<file path="config.mk">
export PLATFORM = sky130hd
export DESIGN_NAME = exibidor_sequencia
export DESIGN_NICKNAME = d
export VERILOG_FILES = /design/src/rtl/exibidor_sequencia.sv
export SDC_FILE = /design/constraint.sdc
export NUM_CORES = 1
export LEC_CHECK = 0
export ABC_AREA = 1
export BUFFER_PORTS_ARGS = -buffer_cell sky130_fd_sc_hd__buf_2
export CAP_MARGIN = 15
export CORE_ASPECT_RATIO = 2
export CORE_MARGIN = 5
export CORE_UTILIZATION = 26
export DETAILED_ROUTE_END_ITERATION = 16
export PLACE_DENSITY = 0.49
export SLEW_MARGIN = 40
export SYNTH_ARGS = -nofsm -noshare
export SYNTH_HDL_FRONTEND = slang
export SYNTH_SLANG_ARGS = --single-unit
export TNS_END_PERCENT = 10
</file>
<file path="constraint.sdc">
create_clock -name clock -period 2.4 [get_ports clock]
set_clock_uncertainty 0.2 [all_clocks]
set_input_delay 0.24 -clock clock [delete_from_list [all_inputs] [get_ports clock]]
set_output_delay 0.24 -clock clock [all_outputs]
set_load 0.05 [all_outputs]
</file>
<file path="src/rtl/exibidor_sequencia.sv">
// Plays the stored colour sequence on the RGB LEDs: each element is lit for T_ON cycles, then dark for T_OFF cycles.
// Optional macro ACELERA_EN: a latched 'rapido' request halves both on and off times.
module exibidor_sequencia #(
  parameter int ADDR_W = 4,
  parameter int T_ON   = 1000,
  parameter int T_OFF  = 500
) (
  input  logic              clock,
  input  logic              reset,
  input  logic              iniciar,
  input  logic              abortar,
  input  logic [ADDR_W-1:0] limite,
  input  logic [3:0]        dado_mem,
  input  logic              rapido,
  output logic [ADDR_W-1:0] endereco,
  output logic [3:0]        leds,
  output logic              ocupado,
  output logic              pronto,
  output logic [2:0]        db_estado
);

  localparam int T_MAX = (T_ON > T_OFF) ? T_ON : T_OFF;
  localparam int TW    = $clog2(T_MAX + 1);

  typedef enum logic [2:0] {
    OCIOSO  = 3'd0,
    CARREGA = 3'd1,
    ACESO   = 3'd2,
    APAGADO = 3'd3,
    PROXIMO = 3'd4,
    FIM     = 3'd5
  } estado_t;

  estado_t           state_reg, state_next;
  logic [TW-1:0]     timer_reg, timer_next;
  logic [ADDR_W-1:0] addr_reg, addr_next;
  logic [ADDR_W-1:0] limite_reg, limite_next;
  logic [3:0]        cor_reg, cor_next;
  logic [3:0]        leds_reg, leds_next;
  logic [TW-1:0]     on_last, off_last;

`ifdef ACELERA_EN
  logic rapido_reg, rapido_next;

  assign on_last  = rapido_reg ? TW'((T_ON >> 1) - 1)  : TW'(T_ON - 1);
  assign off_last = rapido_reg ? TW'((T_OFF >> 1) - 1) : TW'(T_OFF - 1);

  always_ff @(posedge clock) begin
    if (reset) begin
      rapido_reg <= 1'b0;
    end else begin
      rapido_reg <= rapido_next;
    end
  end

  always_comb begin
    rapido_next = rapido_reg;
    if (state_reg == OCIOSO && iniciar && !abortar) begin
      rapido_next = rapido;
    end
  end
`else
  logic unused_rapido;

  assign unused_rapido = rapido;
  assign on_last       = TW'(T_ON - 1);
  assign off_last      = TW'(T_OFF - 1);
`endif

  always_comb begin
    state_next  = state_reg;
    timer_next  = timer_reg;
    addr_next   = addr_reg;
    limite_next = limite_reg;
    cor_next    = cor_reg;

    case (state_reg)
      OCIOSO: begin
        if (iniciar && !abortar) begin
          state_next  = CARREGA;
          addr_next   = '0;
          limite_next = limite;
        end
      end
      CARREGA: begin
        cor_next   = dado_mem;
        timer_next = '0;
        state_next = ACESO;
      end
      ACESO: begin
        if (timer_reg == on_last) begin
          timer_next = '0;
          state_next = APAGADO;
        end else begin
          timer_next = timer_reg + 1'b1;
        end
      end
      APAGADO: begin
        if (timer_reg == off_last) begin
          timer_next = '0;
          state_next = (addr_reg == limite_reg) ? FIM : PROXIMO;
        end else begin
          timer_next = timer_reg + 1'b1;
        end
      end
      PROXIMO: begin
        addr_next  = addr_reg + 1'b1;
        state_next = CARREGA;
      end
      FIM: begin
        addr_next  = '0;
        state_next = OCIOSO;
      end
      default: begin
        // Unreachable codes 6 and 7 recover to idle.
        addr_next  = '0;
        timer_next = '0;
        state_next = OCIOSO;
      end
    endcase

    if (abortar && state_reg != OCIOSO) begin
      addr_next  = '0;
      timer_next = '0;
      state_next = OCIOSO;
    end

    // LEDs are registered, so look one state ahead to keep them aligned with ACESO.
    leds_next = (state_next == ACESO) ? cor_next : 4'd0;
  end

  always_ff @(posedge clock) begin
    if (reset) begin
      state_reg  <= OCIOSO;
      timer_reg  <= '0;
      addr_reg   <= '0;
      limite_reg <= '0;
      cor_reg    <= 4'd0;
      leds_reg   <= 4'd0;
    end else begin
      state_reg  <= state_next;
      timer_reg  <= timer_next;
      addr_reg   <= addr_next;
      limite_reg <= limite_next;
      cor_reg    <= cor_next;
      leds_reg   <= leds_next;
    end
  end

  assign endereco  = addr_reg;
  assign leds      = leds_reg;
  assign ocupado   = (state_reg != OCIOSO);
  assign pronto    = (state_reg == FIM);
  assign db_estado = state_reg;

endmodule

</file>
# Yosys cells after proc, flatten, opt, wreduce, memory -nomap -nowiden
# Index checks and enable logic that the tools add are counted.
[totals]
reg_bits = 29
in_bits = 13
out_inout_bits = 13
wordCells = 43
[classes]
addsub = 2
eq_ne = 10
n_mux = 12
n_bitwise = 2
n_reduce_logical = 11
[op_table]
columns = ["operator", "n"]
rows = [
  ["$pmux W10 S3", 1],
  ["$mux W10", 2],
  ["$pmux W3 S5", 1],
  ["$mux W3", 4],
  ["$pmux W4 S3", 1],
  ["$add A10 B1 Y10 const B", 1],
  ["$eq A10 B10 Y1 const B", 1],
  ["$eq A10 B9 Y1 const B", 1],
  ["$eq A3 B2 Y1 const B", 3],
  ["$mux W4", 2],
  ["$eq A3 B3 Y1 const B", 2],
  ["$reduce_or A3 Y1", 2],
  ["$add A4 B1 Y4 const B", 1],
  ["$eq A4 B4 Y1", 1],
  ["$reduce_and A2 Y1", 2],
  ["$reduce_or A2 Y1", 2],
  ["$eq A3 B1 Y1 const B", 1],
  ["$logic_not A3 Y1", 1],
  ["$reduce_bool A3 Y1", 1],
  ["$logic_and A1 B1 Y1", 2],
  ["$ne A2 B2 Y1 const B", 1],
  ["$not A1 Y1", 2],
  ["$logic_not A1 Y1", 1],
  ["$mux W1", 1],
]

# Longest topological paths before layout
[depth]
word_depth = 8
depth_mapped = 9
depth_no_buf = 9

# Least setup slack after synthesis
# No wires, ideal clock.
[synth_path]
path_type = "register -> output"
start = "register state_reg[2], in the netlist db_estado[2]"
end = "output port pronto"
arrival_time_ps = 1934
required_ps = 1960
slack_ps = 26
path_stages_with_launch = 3
path_buffers = 0
cell_sequence = "dfxtp_1 inv_2 nor3_1"
[synth_between]
elab_chain_cells = 1
[synth_rtl]
columns = ["element", "line", "rtl"]
rows = [
  ["start, declared", "34", "estado_t state_reg, state_next;"],
  ["start signal, assigned", "141", "state_reg <= state_next;"],
  ["$eq A3 B3 Y1", "153", "assign pronto = (state_reg == FIM);"],
  ["end, declared", "18", "output logic pronto,"],
]
# Every way passes these cells.

# Worst setup path after layout
[layout_path]
start = "register timer_reg[0]"
end = "register timer_reg[9]"
[layout_between]
elab_chain_cells = 3
word_cells_on_any_way = 6
cone_classes = "add/sub (1); eq/ne (2); mux (3)"
[layout_rtl]
columns = ["element", "line", "rtl"]
rows = [
  ["start, declared", "35", "logic [TW-1:0] timer_reg, timer_next;"],
  ["start signal, assigned", "142", "timer_reg <= timer_next;"],
  ["$add A10 B1 Y10 (tied with other cells)", "95, 103", ""],
  ["$mux W10, on equally long branches", "99, 91", ""],
  ["$pmux W10 S3 (*)", "77", "case (state_reg)"],
]
# Every way passes the cells marked *; elsewhere a longest branch is shown, timed or not.
# A chain may end at the register's enable or synchronous reset.

==> results.sh <==
export IMPL_status="finished clean"
export IMPL_drv_slew=0
export IMPL_synth_main_ff_cell="dfxtp_1"
export IMPL_clkPwrFrac_pct=48.1
export IMPL_cts_resized=0
export IMPL_synth_edf_count=0
export IMPL_power_leakage_nw=0.784
export IMPL_ir_drop_mv=0.525
export IMPL_synth_area_leaders="dfxtp_1, nand2_1, nor2_1, inv_1, nand3_1"
export IMPL_ys_warn_count=0
export IMPL_synthCells=185
export IMPL_synth_fp_nets=200
export IMPL_ant_nets=0
export IMPL_io_pins=26
export IMPL_p_int_uw=855
export IMPL_synth_top_cell_by_area="dfxtp_1"
export IMPL_switching_power_uw=254
export IMPL_numCtsBuffers=5
export IMPL_worst_slew_pin_slew_ps=389
export IMPL_p_sw_share_pct=22.9
export IMPL_cts_htree_levels=2
export IMPL_area_growth_pct=23.8
export IMPL_crit_path_end_kind="flip-flop"
export IMPL_io_buffers=24
export IMPL_antenna_found_initial=0
export IMPL_dieArea_um2=6860
export IMPL_syn_area_per_cell_um2=7.34
export IMPL_drt_wl_total_mm=3.27
export IMPL_grt_max_degree=11
export IMPL_placed_cell_area_um2=1550
export IMPL_critical_path_max_stage_delay_ps=370
export IMPL_period_share_pct=73.1
export IMPL_fin_setup_tns_ps=0
export IMPL_cts_root_buffer="clkbuf_8"
export IMPL_initial_core_util_pct=26.4
export IMPL_finalWeightedCongestion=0.752
export IMPL_seqPwrFrac_pct=44.7
export IMPL_synth_cell_types=25
export IMPL_drive_gt1_share_pct=22.5
export IMPL_finalNetCount=232
export IMPL_grt_pass1_vias=1207
export IMPL_path_class="reg2reg"
export IMPL_grt_first_pass_wirelength_mm=5.32
export IMPL_hold_viol=0
export IMPL_synth_top_area_share_pct=42.7
export IMPL_finalInstanceArea_um2=1680
export IMPL_crit_required_ps=2370
export IMPL_antenna_cells=0
export IMPL_clkTransAtPathRegs_ps=70
export IMPL_drt_iter0_drc=24
export IMPL_slew_headroom_pct=74.0
export IMPL_finalSetupViolations=0
export IMPL_via_count=1236
export IMPL_clock_latency_ps=280
export IMPL_rows=37
export IMPL_cp_slowest_cell="dfxtp_1"
export IMPL_grt_usage_pct=10.5
export IMPL_routed_via_density=4.48
export IMPL_synthArstFlopShare_pct=0
export IMPL_clock_path_buffers=2
export IMPL_synth_seq_area_share_pct=42.7
export IMPL_yosysMostFrequentCell="nand2_1"
export IMPL_dp_hpwl_mm=2.65
export IMPL_max_freq_mhz=570
export IMPL_cts_sinks=29
export IMPL_largest_register_ffs=10
export IMPL_drtPass1Iterations=4
export IMPL_gr_total_overflow=0
export IMPL_synth_seq_cells=29
export IMPL_crit_chain="ha_1 > inv_1 > nor2_1 > nand3_1 > nand2_2 > nand3_1 > nand2_2 > nor2_1"
export IMPL_die_h_um=112
export IMPL_combPwrFrac_pct=7.2
export IMPL_die_w_um=61.1
export IMPL_coreArea_um2=5140
export IMPL_synth_commonest_cells="nand2_1, dfxtp_1, nor2_1"
export IMPL_hp_class="in2reg"
export IMPL_crit_family="simple AND/OR/NAND/NOR gates"
export IMPL_syn_cell_area_um2=1360
export IMPL_startpoint_type="flip-flop"
export IMPL_worst_path_buf_inv=1
export IMPL_fillers=570
export IMPL_max_cap_violations=0
export IMPL_rsz0062_at_grt="no"
export IMPL_cts_tree="built"
export IMPL_wire_per_inst_um=11.8
export IMPL_cellPowerDensity_nw_per_um2=659
export IMPL_crit_path_max_fanout=5
export IMPL_fin_crit_ps=1750
export IMPL_critPathArrivalTime_ps=1730
export IMPL_drc=0
## timing repair
action | 4_1_cts | 5_1_grt
hold endpoints to repair | 1 | 0
hold buffers | 1 | 0
setup buffers | 0 | 0
## logic make-up after synthesis
kind of cell,synth area share (%)
XOR/XNOR,2.58
flip-flops,42.7
AND/OR/NAND/NOR,30.8
AO/OA/AOI/OAI,11.6
multiplexers,2.95
buffers and inverters,7.46
adder cells (fa/ha/maj),1.84
## per-stage QoR
stage	power (mW)	std cells	setup slack, ps	util [%]	hold WS (ps)
4_1_cts	1.13	276	617	32.7	3.65
3_3_place_gp	0.587	267	638	30.2	253
2_1_floorplan	0.560	185	26.4	-	112
5_1_grt	1.16	276	471	32.7	14.0
3_5_place_dp	0.587	267	624	30.2	259
6_report	1.11	276	647	32.7	10.5
## final cells by class
class | count | area, um^2 | area share, %
Clock buffer | 6 | 82.6 | 4.91
Inverter | 27 | 101 | 6.03
Tap cell | 58 | 72.6 | 4.32
Timing Repair Buffer | 25 | 130 | 7.74
Clock inverter | 2 | 37.5 | 2.23
Sequential cell | 29 | 581 | 34.5
Multi-Input combinational cell | 129 | 677 | 40.3
## power by group through the flow
stage	sequential [mW]	combinational [mW]	clock [mW]
after CTS	0.496	0.0814	0.549
after global placement	0.507	0.0797	0
after detailed placement	0.507	0.0798	0
after global routing	0.497	0.0893	0.574
final	0.496	0.0795	0.533
after floorplan	0.511	0.0490	0
## cells in the final DEF, fill, tap and decap left out, drive strengths merged, types with 4 or more instances in the layout
cell type and n:
nand2 37, buf 24, inv 27, o21ai 10
mux2i 4, nor2 31, clkbuf 6, a21oi 11
dfxtp 29, nand3 14, nor3 6
## metal layers
metal  up-vias  part of all wire (%)  track usage, %  wire length (um)
li1        654                     -               -                 -
met1       553                    36            9.65              1170
met2        19                    57            18.7              1860
met3        10                   2.8            2.53                92
met4         0                   4.6            6.95               150
met5         -                     0               0                 0
## worst min-delay path: stages
cell and delay [ps]:
buf_2 80, mux2i_1 70, nor2_1 80
## worst paths after layout
| kind | start | to | slack, ps | cells past startpoint |
|---|---|---|---|---|
| setup reg to reg | timer_reg[0] | timer_reg[9] | 650 | 8 |
| setup / recovery | timer_reg[0] | timer_reg[9] | 650 | 8 |
| hold reg to reg | limite_reg[1] | limite_reg[1] | 270 | 2 |
| hold / removal | dado_mem[1] | cor_reg[1] | 10 | 3 |
Power figures use the tool's default switching activity.
